File: config.mk
export PLATFORM = sky130hd
export DESIGN_NAME = os_assembler
export DESIGN_NICKNAME = d
export VERILOG_FILES = /design/src/rtl/os_assembler.sv
export SDC_FILE = /design/constraint.sdc
export NUM_CORES = 1
export LEC_CHECK = 0
export CAP_MARGIN = 40
export CORE_UTILIZATION = 55
export DETAILED_ROUTE_END_ITERATION = 8
export PLACE_DENSITY = 0.8
export REMOVE_ABC_BUFFERS = 1
export SETUP_SLACK_MARGIN = 0.2
export SLEW_MARGIN = 20
export SYNTH_ARGS = -nofsm -noshare
export SYNTH_HDL_FRONTEND = slang
export SYNTH_SLANG_ARGS = --single-unit
File: constraint.sdc
create_clock -name clk -period 3.2 [get_ports clk]
set_input_delay 0.8 -clock clk [delete_from_list [all_inputs] [get_ports clk]]
set_output_delay 0.8 -clock clk [all_outputs]
set_load 0.05 [all_outputs]
File: src/rtl/os_assembler.sv
// Aligns the decoded RX symbol stream on COM and assembles 16-symbol TS1/TS2 ordered sets,
// flagging framing errors and tracking ordered-set lock. Optional OS_ASM_ERRCNT_EN adds err_count.
module os_assembler #(
  parameter logic [7:0]  COM_SYM    = 8'hBC,
  parameter logic [7:0]  PAD_SYM    = 8'hF7,
  parameter logic [7:0]  TS1_ID     = 8'h4A,
  parameter logic [7:0]  TS2_ID     = 8'h45,
  parameter int unsigned LOCK_COUNT = 2
) (
  input  logic         clk,
  input  logic         reset,
  input  logic [7:0]   rx_data,
  input  logic         rx_datak,
  input  logic         rx_valid,
  output logic [127:0] orderedset,
  output logic         os_valid,
  output logic         os_error,
  output logic         os_lock
`ifdef OS_ASM_ERRCNT_EN
  ,
  output logic [7:0]   err_count
`endif
);

  typedef enum logic {HUNT, COLLECT} state_t;

  localparam logic [3:0] LOCK_MAX = 4'(LOCK_COUNT);

  state_t           state_q;
  logic [3:0]       idx_q;
  logic [15:0][7:0] sym_q;
  logic [127:0]     orderedset_q;
  logic             os_valid_q;
  logic             os_error_q;
  logic             os_lock_q;
  logic [3:0]       good_cnt_q;

  logic             is_com;
  logic             sym_ok;
  logic [15:0][7:0] full_set_d;
  logic [3:0]       good_cnt_d;

  always_comb begin
    is_com = rx_datak && (rx_data == COM_SYM);
    sym_ok = 1'b0;
    if (idx_q == 4'd1 || idx_q == 4'd2)
      sym_ok = !rx_datak || (rx_data == PAD_SYM);
    else if (idx_q >= 4'd3 && idx_q <= 4'd5)
      sym_ok = !rx_datak;
    else if (idx_q == 4'd6)
      sym_ok = !rx_datak && (rx_data == TS1_ID || rx_data == TS2_ID);
    else if (idx_q >= 4'd7)
      sym_ok = !rx_datak && (rx_data == sym_q[6]);

    full_set_d     = sym_q;
    full_set_d[15] = rx_data;
    good_cnt_d     = (good_cnt_q >= LOCK_MAX) ? LOCK_MAX : good_cnt_q + 4'd1;
  end

  always_ff @(posedge clk or negedge reset) begin
    if (!reset) begin
      state_q      <= HUNT;
      idx_q        <= 4'd0;
      sym_q        <= '0;
      orderedset_q <= '0;
      os_valid_q   <= 1'b0;
      os_error_q   <= 1'b0;
      os_lock_q    <= 1'b0;
      good_cnt_q   <= 4'd0;
`ifdef OS_ASM_ERRCNT_EN
      err_count    <= 8'd0;
`endif
    end else begin
      os_valid_q <= 1'b0;
      os_error_q <= 1'b0;
      if (rx_valid) begin
        case (state_q)
          HUNT: begin
            if (is_com) begin
              sym_q[0] <= rx_data;
              idx_q    <= 4'd1;
              state_q  <= COLLECT;
            end
          end
          COLLECT: begin
            if (sym_ok) begin
              sym_q[idx_q] <= rx_data;
              if (idx_q == 4'd15) begin
                orderedset_q <= full_set_d;
                os_valid_q   <= 1'b1;
                good_cnt_q   <= good_cnt_d;
                os_lock_q    <= (good_cnt_d == LOCK_MAX);
                idx_q        <= 4'd0;
                state_q      <= HUNT;
              end else begin
                idx_q <= idx_q + 4'd1;
              end
            end else begin
              os_error_q <= 1'b1;
              good_cnt_q <= 4'd0;
              os_lock_q  <= 1'b0;
`ifdef OS_ASM_ERRCNT_EN
              if (err_count != 8'hFF) err_count <= err_count + 8'd1;
`endif
              // A COM that breaks the current set is taken as the start of the next one
              if (is_com) begin
                sym_q[0] <= rx_data;
                idx_q    <= 4'd1;
              end else begin
                idx_q   <= 4'd0;
                state_q <= HUNT;
              end
            end
          end
          default: begin
            idx_q   <= 4'd0;
            state_q <= HUNT;
          end
        endcase
      end
    end
  end

  assign orderedset = orderedset_q;
  assign os_valid   = os_valid_q;
  assign os_error   = os_error_q;
  assign os_lock    = os_lock_q;

endmodule

== After elaboration in Yosys (flattened, before gate mapping) ==
Cells that the tools add are included.

* Add/sub/neg operators: 2
* $lt $le $gt $ge: 6
* Equal/unequal tests: 12
* Muxes and demuxes: 31
* Bitwise operators: 1
* Reductions and logical operators: 13

{| class="wikitable"
|+ Operators with widths
! cell !! count
|-
| bitwise mux 128 bit || 1
|-
| demux 8 bit (select 4 bit) || 1
|-
| 2-to-1 mux 4 bit || 6
|-
| 2-to-1 mux 8 bit || 3
|-
| 2-to-1 mux 1 bit || 17
|-
| equality test 8 x 7 -> 1 bit (second input constant) || 2
|-
| equality test 8 bit (second input constant) || 2
|-
| one-hot mux 8 bit (2 select lines) || 1
|-
| adder 4 x 1 -> 4 bit (second input constant) || 2
|-
| equality test 4 x 2 -> 1 bit (second input constant) || 2
|-
| equality test 8 bit || 1
|-
| >= comparator 4 x 2 -> 1 bit (second input constant) || 2
|-
| one-hot mux 4 bit (2 select lines) || 1
|-
| AND reduction 3 bit || 2
|-
| logical AND 1 bit || 5
|-
| < comparator 4 x 5 -> 1 bit (second input constant) || 1
|-
| equality test 4 x 1 -> 1 bit (second input constant) || 1
|-
| equality test 4 x 3 -> 1 bit (second input constant) || 1
|-
| equality test 4 bit (second input constant) || 1
|-
| >= comparator 4 x 1 -> 1 bit (second input constant) || 1
|-
| >= comparator 4 x 3 -> 1 bit (second input constant) || 1
|-
| less-or-equal comparator 4 x 3 -> 1 bit (second input constant) || 1
|-
| AND reduction 4 bit || 1
|-
| logical OR 1 bit || 3
|-
| 6 further kinds || 6
|}

* Register bits after elaboration: 268
* Output and inout bits: 131
* Word-level logic and storage cells: 88

== Logic depth before layout (Yosys ltp) ==
Gate-level depths: netlist (run 1).

* Depth after elaboration: 9
* Mapped depth: 11

== Least setup slack after synthesis (run 1) ==
OpenSTA, ideal clock, no wires.

* Kind: input port to flip-flop
* From: input port rx_data[0]
* To: register sym_q (netlist bit full_set_d[34])
* Setup time: 125 ps
* Arrival: 2534 ps
* Required time: 3075 ps
* Slack: 541 ps
* Stages: 7
* Cell sequence: buf_2 > nand2b_4 > a2111oi_2 > a41oi_2 > a21boi_4 > nand3_4 > mux2_4

* Cells in the longest elaborated chain, start to end: 7
* Elaborated cells between the ends (all ways): 13

{| class="wikitable"
|+ Ends and longest elaborated chain
! item !! line !! text
|-
| start: declaration || 12 || <nowiki>input logic [7:0] rx_data,</nowiki>
|-
| equality test 8 bit or equality test 8 x 7 -> 1 bit (tied branches) || 53, 51 ||
|-
| logical AND 1 bit or logical OR 1 bit (tied branches) || 53, 51 ||
|-
| 2-to-1 mux 1 bit or logical AND 1 bit (tied branches) || 52, 51 ||
|-
| 2-to-1 mux 1 bit || 50 || <nowiki>else if (idx_q == 4'd6)</nowiki>
|-
| 2-to-1 mux 1 bit || 48 || <nowiki>else if (idx_q >= 4'd3 && idx_q <= 4'd5)</nowiki>
|-
| 2-to-1 mux 1 bit * || 46 || <nowiki>if (idx_q == 4'd1 || idx_q == 4'd2)</nowiki>
|-
| AND reduction 3 bit (no line) * || -- ||
|-
| end signal: indexed assignment || 87 || <nowiki>sym_q[idx_q] <= rx_data;</nowiki>
|-
| end: declaration || 31 || <nowiki>logic [15:0][7:0] sym_q;</nowiki>
|}

Mark *: on every way between the ends. The rest lies on a longest branch, timed or not.
A chain may end at the register's enable or synchronous reset.

== Worst setup path after layout (run 1) ==
* From: input port rx_data[1]
* To: register sym_q (netlist bit full_set_d[39])

The elaborated chain is that of the path after synthesis.

==> results of run 1 <==
==> worst paths after layout <==
check	end	slack, ns	cells past startpoint
worst max-delay path	full_set_d[39]	0.32	7
worst min-delay path	full_set_d[98]	0.30	1
worst max register to register	good_cnt_q[0]	0.40	11
worst min register to register	orderedset[59]	0.46	2
max in group asynchronous	os_lock	2.11	2
min in group clk	orderedset[59]	0.46	2
==> synth_stat cells (2+ instances only) <==
master     count  area share
a21o_1         3      0.0021
a21oi_1        7      0.0033
a22oi_1        3      0.0021
a2bb2oi_1      5      0.0041
and3_1         5      0.0029
buf_2         38       0.018
buf_6          6      0.0063
clkbuf_1      11      0.0039
dfrtp_1      260        0.61
ha_1           7      0.0082
inv_1          7      0.0025
mux2_2        88       0.093
mux2_4        24       0.034
nand2_1      389        0.14
nand3_1        3      0.0014
nand3_4        3      0.0049
nand4_4        7       0.014
nor2_1         9      0.0032
nor3_1         3      0.0014
nor3b_1        2      0.0014
nor4_1         3      0.0018
o21ai_0        6      0.0028
o22ai_1        6      0.0035
o2bb2ai_1      4      0.0033
xnor2_1        8      0.0066
==> final cells by class <==
| class | instances | area (um^2) |
|---|---|---|
| Clock buffer | 38 | 767.0 |
| Clock inverter | 10 | 90.09 |
| Fill cell | 1341 | 5313 |
| Inverter | 7 | 26.28 |
| Multi-Input combinational cell | 612 | 3841 |
| Sequential cell | 260 | 6506 |
| Tap cell | 260 | 325.3 |
| Timing Repair Buffer | 196 | 2024 |
==> critical path, cell delays in order <==
cell and delay [ns]:
clkdlybuf4s50_1 0.58, nand2b_1 0.24, a2111oi_2 0.47, a41oi_2 0.28, a21boi_4 0.33, nand3_4 0.21, mux2_4 0.36
==> what timing repair did <==
action,CTS,global route
gates resized for setup,0,1
endpoints found under the setup margin,0,52
setup buffers,0,2
==> routing by layer <==
layer	part of all wire	routed length, um	GRT usage	vias to the layer above
met2	0.48	11530	0.4015	226
met3	0.055	1325	0.03982	45
met4	0.022	537	0.07265	0
met5	0	0	0	-
met1	0.44	10560	0.3464	3653
li1	-	-	-	3389
==> power groups by stage <==
stage | clock (uW) | combinational [uW] | sequential (uW)
6_report | 2990 | 547 | 3410
5_1_grt | 3180 | 585 | 3420
4_1_cts | 3040 | 545 | 3410
3_5_place_dp | 0 | 541 | 3470
3_3_place_gp | 0 | 528 | 3470
2_1_floorplan | 0 | 300 | 3450
==> logic make-up after synthesis <==
logic type,count (synthesis)
muxes,112
AOI/OAI and AO/OA,46
DFF,260
xor gates and xnor gates,8
adders and majority gates,7
buffers and inverters,64
and+or+nand+nor,439
==> per-stage QoR <==
step | std cells | hold slack (ns)
after floorplan | 879 | 0.4414
after global placement | 1332 | 0.4492
after detailed placement | 1332 | 0.4545
after CTS | 1380 | 0.3136
after global routing | 1383 | 0.3411
final | 1383 | 0.2971
==> sequential cells by signal (all words and copies together), names as in the netlist <==
signal	flops
os_error	1
good_cnt_q	4
os_valid	1
state_q	1
idx_q	4
orderedset	128
os_lock	1
full_set_d	120
==> flow_summary_export.csv, run 1 <==
group,metric,value,unit
worst_setup_path,crit_fanout,8,
floorplanning,initial_utilization,0.5649,
cells_and_area,final_cell_mix,"nand2_1, dfrtp_1, clkdlybuf4s50_1",
synthesis,yosys_register_bits,260,
sta,fin_tns_setup,0,ns
placed_design,place_ws,-0.1980,ns
floorplanning,design.die.area,0.01997,mm^2
cells_and_area,area_growth,27.24,%
power_and_ir_drop,p_sw_frac,0.2394,
sta,period_share,0.8991,
synthesis,yosys.area_share.simple,0.1804,
sta,tightestPinTransition,0.6814,ns
power_and_ir_drop,p_per_area,511.9,mW/mm^2
synthesis,synth_cell_types,54,
synthesis,syn_area_per_cell,11.40,um^2
worst_setup_path,worst-setup-path-type,"input pin to flip-flop",
floorplanning,die_x,141.3,um
global_routing,grt_start_max_net_pins,91,
run_status,status,"complete, no violations",
worst_setup_path,r2r-start,"idx_q[1]",
sta,relSlewSlack,0.5457,
cts,cts_sinks,260,
cts,cts_tree,"done",
worst_setup_path,crit_path_start_kind,"input pin",
route,drt-vias-per-instance,5.288,
synthesis,synth_mux_area_frac,0.1266,
sta,post-route-min-period,2.877,ns
worst_setup_path,critPathLaunch,"rx_data[1]",
cts,cts-buffers-inserted,27,
floorplanning,fp.dieH,141.3,um
global_routing,grt_overflow,0,
power_and_ir_drop,p_comb_frac,0.079,
route,routedWlPerCell,17.32,um
global_routing,grt_pass1_vias,7362,
route,ant_nets,0,
floorplanning,row_count,50,
synthesis,synthFlopType,"dfrtp_1",
cts,clockBufferDepth,3,
worst_setup_path,crit_required,3.60,ns
power_and_ir_drop,switchingPower,1664,uW
sta,drv_slew,0,
cts,holdBufCountCts,0,
cells_and_area,nets,1123,
power_and_ir_drop,clockPowerShare,0.430,
power_and_ir_drop,seq_power_share,0.491,
synthesis,syn_area,0.01067,mm^2
global_routing,grt_pass1_wl,38810,um
cells_and_area,drive_above_1_share,0.2057,
route,vias,7313,
floorplanning,core-area,0.01889,mm^2
floorplanning,io-pin-count,143,
route,drt_iter0_drc,450,
synthesis,async_flop_share,1.000,
cells_and_area,n_antenna_cell,0,
synthesis,synth_xor_area_frac,0.006565,
global_routing,antenna_found_initial,0,
cts,insertion_delay,0.53,ns
flow_run,cap_viol_max_count,0,
synthesis,synth_edf_count,0,
cells_and_area,final_area,0.01358,mm^2
synthesis,synthAdderAreaFrac,0.008206,
power_and_ir_drop,cellLeakagePower,0.006999,uW
sta,fin_ws,0.3228,ns
sta,grt_setup_unrepaired,"no",
synthesis,synth_cells,936,
synthesis,synth_compound_area_frac,0.03705,
synthesis,synth_top_family_by_area,"simple AND/OR/NAND/NOR gates",
placed_design,gp_congestion,0.8636,
cells_and_area,final_util,0.7188,
sta,setup_viol_count_final,0,
cts,htreeDepth,1,
global_routing,grtUsageTotal,0.2472,
route,drc,0,
power_and_ir_drop,p_int,5287,uW
power_and_ir_drop,p_total,6951,uW
synthesis,yosysSeqAreaShare,0.6096,
cts,ctsRootBufferMaster,"clkbuf_16",
sta,skew,0.01474,ns
sta,max_freq,347.6,MHz
cells_and_area,final_common_cell,"nand2_1",
worst_setup_path,critPathArrivalTime,3.28,ns
placed_design,dp_hpwl,15700,um
cts,cts.clk_slew.worst_paths,0.06,ns
worst_setup_path,crit_path_end_kind,"flip-flop",
placed_design,port_buffers,142,
worst_hold_path,hold_path_class,"input pin to asynchronous set/reset pin",
synthesis,yosysWarningCount,0,
power_and_ir_drop,ir_drop,337.8,uV
route,finalWirelength,23960,um
route,dr.pass1.iters,5,
placed_design,place_area,0.01268,mm^2
sta,hold_viol_final,0,
(Power assumes the default switching activity.)
==> run 2: changes to the inputs <==
--- a/config.mk
+++ b/config.mk
@@ -10,7 +10,7 @@
 export DETAILED_ROUTE_END_ITERATION = 8
 export PLACE_DENSITY = 0.8
 export REMOVE_ABC_BUFFERS = 1
-export SETUP_SLACK_MARGIN = 0.2
+export SETUP_SLACK_MARGIN = 0.02
 export SLEW_MARGIN = 20
 export SYNTH_ARGS = -nofsm -noshare
 export SYNTH_HDL_FRONTEND = slang
==> run 2 against run 1 <==
Compared with the run above: critical path depth unchanged; routed wire length is 1.4% lower; core utilization fell by 0.23 points; first-iteration DRC count decreased by 2.2%; largest cell class unchanged; sequential power about the same; global-route usage did not move; clock power hardly changed.
==> flow_summary_export.csv, run 2 (same netlist as run 1, synthesis figures left out) <==
group,metric,value,unit
run_status,status,"complete, no violations",
placed_design,port_buffers,142,
sta,drv_slew,0,
sta,hold_viol_final,0,
global_routing,grt_pass1_vias,7362,
cts,cts.clk_slew.worst_paths,0.06,ns
worst_setup_path,critPathArrivalTime,3.29,ns
worst_setup_path,r2r-start,"idx_q[0]",
cts,clockBufferDepth,3,
route,vias,7303,
global_routing,grtUsageTotal,0.2472,
cells_and_area,nets,1120,
cts,cts_tree,"done",
route,routedWlPerCell,17.12,um
sta,setup_viol_count_final,0,
route,dr.pass1.iters,5,
cells_and_area,area_growth,26.85,%
floorplanning,core-area,0.01889,mm^2
cts,cts-buffers-inserted,27,
cells_and_area,num-fill-cells,1348,
sta,fin_ws,0.3080,ns
sta,relSlewSlack,0.5452,
cells_and_area,n_antenna_cell,0,
cts,cts_setup_buffers,0,
power_and_ir_drop,p_per_area,513.4,mW/mm^2
worst_setup_path,crit_path_start_kind,"input pin",
route,ant_nets,0,
sta,tightestPinTransition,0.6822,ns
worst_setup_path,crit_fanout,8,
placed_design,gp_congestion,0.8636,
worst_hold_path,hold_path_class,"input pin to asynchronous set/reset pin",
sta,max_freq,345.8,MHz
route,finalWirelength,23630,um
sta,period_share,0.9038,
cells_and_area,final_util,0.7166,
power_and_ir_drop,cellLeakagePower,0.006980,uW
cts,htreeDepth,1,
cts,post_cts_resized,0,
worst_setup_path,cp_cell_sequence,"clkdlybuf4s50_1, nand2b_1, a2111oi_2, a41oi_2, a21boi_4, nand3_4, mux2_4",
cts,cts_sinks,260,
sta,post-route-min-period,2.892,ns
cells_and_area,drive_above_1_share,0.2027,
floorplanning,die_x,141.3,um
sta,skew,0.01432,ns
cells_and_area,final_common_cell,"nand2_1",
global_routing,antenna_found_initial,0,
sta,fin_tns_setup,0,ns
floorplanning,initial_utilization,0.5649,
floorplanning,io-pin-count,143,
worst_setup_path,slowest_delay,0.58,ns
worst_setup_path,worst-setup-path-type,"input pin to flip-flop",
cts,ctsRootBufferMaster,"clkbuf_16",
power_and_ir_drop,ir_drop,337.4,uV
route,drc,0,
floorplanning,row_count,50,
cts,insertion_delay,0.53,ns
route,drt_iter0_drc,440,
worst_setup_path,crit_required,3.60,ns
worst_setup_path,r2r-end,"full_set_d[90]",
cells_and_area,largest_reg_flops,128,
global_routing,grt_start_max_net_pins,91,
cts,holdBufCountCts,0,
floorplanning,fp.dieH,141.3,um
worst_setup_path,crit_path_end_kind,"flip-flop",
floorplanning,design.die.area,0.01997,mm^2
flow_run,cap_viol_max_count,0,
placed_design,dp_hpwl,15700,um
worst_setup_path,critPathSlowestCell,"clkdlybuf4s50_1",
global_routing,grt_pass1_wl,38810,um
sta,grt_setup_unrepaired,"no",
route,drt-vias-per-instance,5.292,
worst_setup_path,ff2ff_setup_slack,0.33,ns
worst_setup_path,r2r_cells,9,
placed_design,place_ws,-0.1980,ns
global_routing,grt_overflow,0,
cells_and_area,final_cell_mix,"nand2_1, dfrtp_1, clkdlybuf4s50_1",
worst_setup_path,critical-path-top-delay-family,"compound AO/OA/AOI/OAI gates",
worst_setup_path,path_buf_inv,1,
-- run 2: cell types whose count changed in the layout (fill, tap and decap cells not counted), sizes merged --
cell | before | now
buf | 54 | 52
clkbuf | 39 | 38
-- run 2: report_power, final --
part	leakage (uW)	switching (uW)	internal (uW)
sequential	0.00362	62.1	3350
combinational	0.00293	362	182
clock	0.000429	1240	1750
-- run 2: cell type report --
type | count | area (um^2) | area share
sequential | 260 | 6506 | 0.4806
tap | 260 | 325.3 | 0.02403
clock buffer | 38 | 767.0 | 0.05665
inverter | 7 | 26.28 | 0.001941
multi-input combinational | 612 | 3839 | 0.2835
timing repair buffer | 193 | 1984 | 0.1466
clock inverter | 10 | 90.09 | 0.006654
-- run 2: worst max path at each step --
stage                          start        endpoint  slack [ns]  cells after the start
after floorplan             idx_q[0]   good_cnt_q[2]       -1.55                      6
after global placement    rx_data[1]  full_set_d[38]       -0.13                      7
after detailed placement  rx_data[1]  full_set_d[37]       -0.20                      7
after CTS                 rx_data[1]  full_set_d[39]        0.33                      7
after global routing        idx_q[0]  full_set_d[75]        0.17                      9
final                     rx_data[1]  full_set_d[39]        0.31                      7
-- run 2: per-layer routing --
layer  wire length (um)  up-vias  global-route usage
li1                   -     3386                   -
met1              10430     3667              0.3464
met2              11450      211              0.4015
met3               1256       39             0.03982
met4                497        0             0.07265
met5                  0        -                   0
-- run 2: metrics by stage --
stage | hold WS [ns] | area (um^2) | power (uW) | cells
final | 0.2995 | 13540 | 6951 | 1380
after global routing | 0.3411 | 13540 | 7185 | 1380
after CTS | 0.3136 | 13540 | 6996 | 1380
after detailed placement | 0.4545 | 12680 | 4010 | 1332
after global placement | 0.4492 | 12680 | 3994 | 1332
after floorplan | 0.4414 | 10360 | 3752 | 879
-- run 2: worst register-to-register path, cell delays in order, from the launching register on --
cell	delay (ns)
dfrtp_1	0.43
inv_1	0.15
ha_1	0.34
buf_4	0.21
nor4_1	0.32
nor3_1	0.12
a41oi_2	0.34
nand2_4	0.23
nand4_4	0.25
mux2_2	0.37
==> run 3: changes to the inputs <==
--- a/config.mk
+++ b/config.mk
@@ -6,9 +6,11 @@
 export NUM_CORES = 1
 export LEC_CHECK = 0
 export CAP_MARGIN = 40
-export CORE_UTILIZATION = 55
+export CELL_PAD_IN_SITES_DETAIL_PLACEMENT = 1
+export CELL_PAD_IN_SITES_GLOBAL_PLACEMENT = 1
+export CORE_UTILIZATION = 44
 export DETAILED_ROUTE_END_ITERATION = 8
-export PLACE_DENSITY = 0.8
+export PLACE_DENSITY_LB_ADDON = 0.1
 export REMOVE_ABC_BUFFERS = 1
 export SETUP_SLACK_MARGIN = 0.02
 export SLEW_MARGIN = 20
==> run 3 against run 2 <==
Compared with the run above: via count shrank 0.59%; core utilization shrank 14 points; fmax shrank 0.48%; non-clock buffer count grew 14; flip-flop and latch count is the same; first-iteration DRC count shrank 33%; sequential share of layout area shrank 0.68 points; largest cell class unchanged.
==> flow_summary_export.csv, run 3 (same netlist as run 1, synthesis figures left out) <==
group,metric,value,unit
run_status,status,"complete, no violations",
cts,post_cts_resized,0,
worst_setup_path,crit_path_end_kind,"flip-flop",
route,dr.pass1.iters,4,
global_routing,antenna_found_initial,0,
placed_design,port_buffers,142,
cells_and_area,largest_reg_flops,128,
cells_and_area,area_growth,28.66,%
power_and_ir_drop,p_per_area,518.8,mW/mm^2
global_routing,grt_overflow,0,
global_routing,busiest_layer,"met2",
floorplanning,fp.dieH,157.7,um
floorplanning,die_x,157.7,um
worst_setup_path,worst-setup-path-type,"flip-flop to flip-flop",
power_and_ir_drop,p_total,7124,uW
cells_and_area,final_area,0.01373,mm^2
sta,drv_slew,0,
floorplanning,row_count,56,
global_routing,use_met2,0.3786,
global_routing,met3_usage,0.02464,
global_routing,grt_pass1_wl,42920,um
cells_and_area,final_util,0.5815,
sta,period_share,0.9081,
sta,fin_tns_setup,0,ns
global_routing,grtUsageTotal,0.2227,
route,drt-vias-per-instance,4.993,
cts,cts_tree,"done",
cts,cts_setup_buffers,0,
flow_run,cap_viol_max_count,0,
cells_and_area,drive_above_1_share,0.2132,
floorplanning,design.die.area,0.02488,mm^2
cts,clockBufferDepth,3,
worst_setup_path,critPathArrivalTime,3.36,ns
power_and_ir_drop,ir_drop,346.1,uV
global_routing,grt_start_max_net_pins,85,
cts,cts_sinks,260,
global_routing,grt_pass1_vias,7680,
route,drc,0,
floorplanning,initial_utilization,0.4520,
worst_hold_path,hold_path_class,"input pin to asynchronous set/reset pin",
sta,post-route-min-period,2.906,ns
cts,insertion_delay,0.52,ns
route,ant_nets,0,
placed_design,place_ws,-0.2159,ns
worst_setup_path,crit_required,3.65,ns
worst_setup_path,r2r-start,"idx_q[0]",
worst_setup_path,critPathLaunch,"idx_q[0]",
sta,max_freq,344.1,MHz
global_routing,grt_use_met1,0.3071,
sta,tightestPinTransition,0.6534,ns
cells_and_area,nets,1134,
sta,hold_viol_final,0,
sta,setup_viol_count_final,0,
cts,cts-buffers-inserted,27,
route,drt_iter0_drc,293,
sta,skew,0.01434,ns
cts,ctsRootBufferMaster,"clkbuf_16",
cts,cts.clk_slew.worst_paths,0.06,ns
placed_design,gp_congestion,0.8088,
cts,htreeDepth,1,
floorplanning,core-area,0.02361,mm^2
route,routedWlPerCell,18.04,um
floorplanning,io-pin-count,143,
placed_design,dp_hpwl,18090,um
sta,relSlewSlack,0.5644,
route,finalWirelength,26230,um
route,vias,7260,
cells_and_area,final_common_cell,"nand2_1",
placed_design,place_area,0.01283,mm^2
worst_setup_path,crit_fanout,40,
worst_setup_path,crit_path_start_kind,"flip-flop",
cells_and_area,final_cell_mix,"nand2_1, dfrtp_1, clkdlybuf4s50_1",
sta,fin_ws,0.2940,ns
cts,holdBufCountCts,0,
cells_and_area,n_antenna_cell,0,
sta,grt_setup_unrepaired,"no",
power_and_ir_drop,cellLeakagePower,0.007058,uW
-- run 3: final timing paths --
| path | endpoint | slack (ns) | depth (start not counted) |
|---|---|---|---|
| worst max-delay path | orderedset[54] | 0.29 | 10 |
| worst min-delay path | orderedset[107] | 0.27 | 1 |
| worst max register to register | orderedset[54] | 0.29 | 10 |
| worst min register to register | orderedset[106] | 0.46 | 2 |
| max in group asynchronous | orderedset[88] | 2.11 | 2 |
| min in group clk | orderedset[106] | 0.46 | 2 |
-- run 3: cell type report --
class | instances | area [um^2]
Fill cell | 2454 | 9881
Sequential cell | 260 | 6506
Multi-Input combinational cell | 612 | 3839
Timing Repair Buffer | 207 | 2064
Clock buffer | 38 | 767.0
Tap cell | 319 | 399.1
Clock inverter | 11 | 130.1
Inverter | 7 | 26.28
-- run 3: critical path: stages (launching register included) --
cell and delay, ns:
dfrtp_1 0.42, inv_1 0.15, ha_1 0.34, buf_4 0.20, nor4_1 0.29, nor3_1 0.14
a41o_1 0.30, o2111ai_4 0.34, buf_4 0.44, nand2_1 0.12, nand2_1 0.08
-- run 3: per-layer routing --
metal  wire, um  vias up
met3        865       36
met1      11900     3679
met5          0        -
li1           -     3412
met4        452        0
met2      13010      133
-- run 3: power by group --
group | switching [uW] | total, uW | leakage, uW | internal [uW]
clock | 1260 | 3160 | 0.000449 | 1900
sequential | 61.9 | 3410 | 0.00362 | 3350
combinational | 365 | 551 | 0.00299 | 186
total | 1680 | 7120 | 0.00706 | 5440
-- run 3: per-stage QoR --
step | hold WS [ns] | instances
after global placement | 0.4480 | 1405
after floorplan | 0.4414 | 879
after global routing | 0.3282 | 1454
final | 0.2683 | 1454
after detailed placement | 0.4544 | 1405
after CTS | 0.2945 | 1454
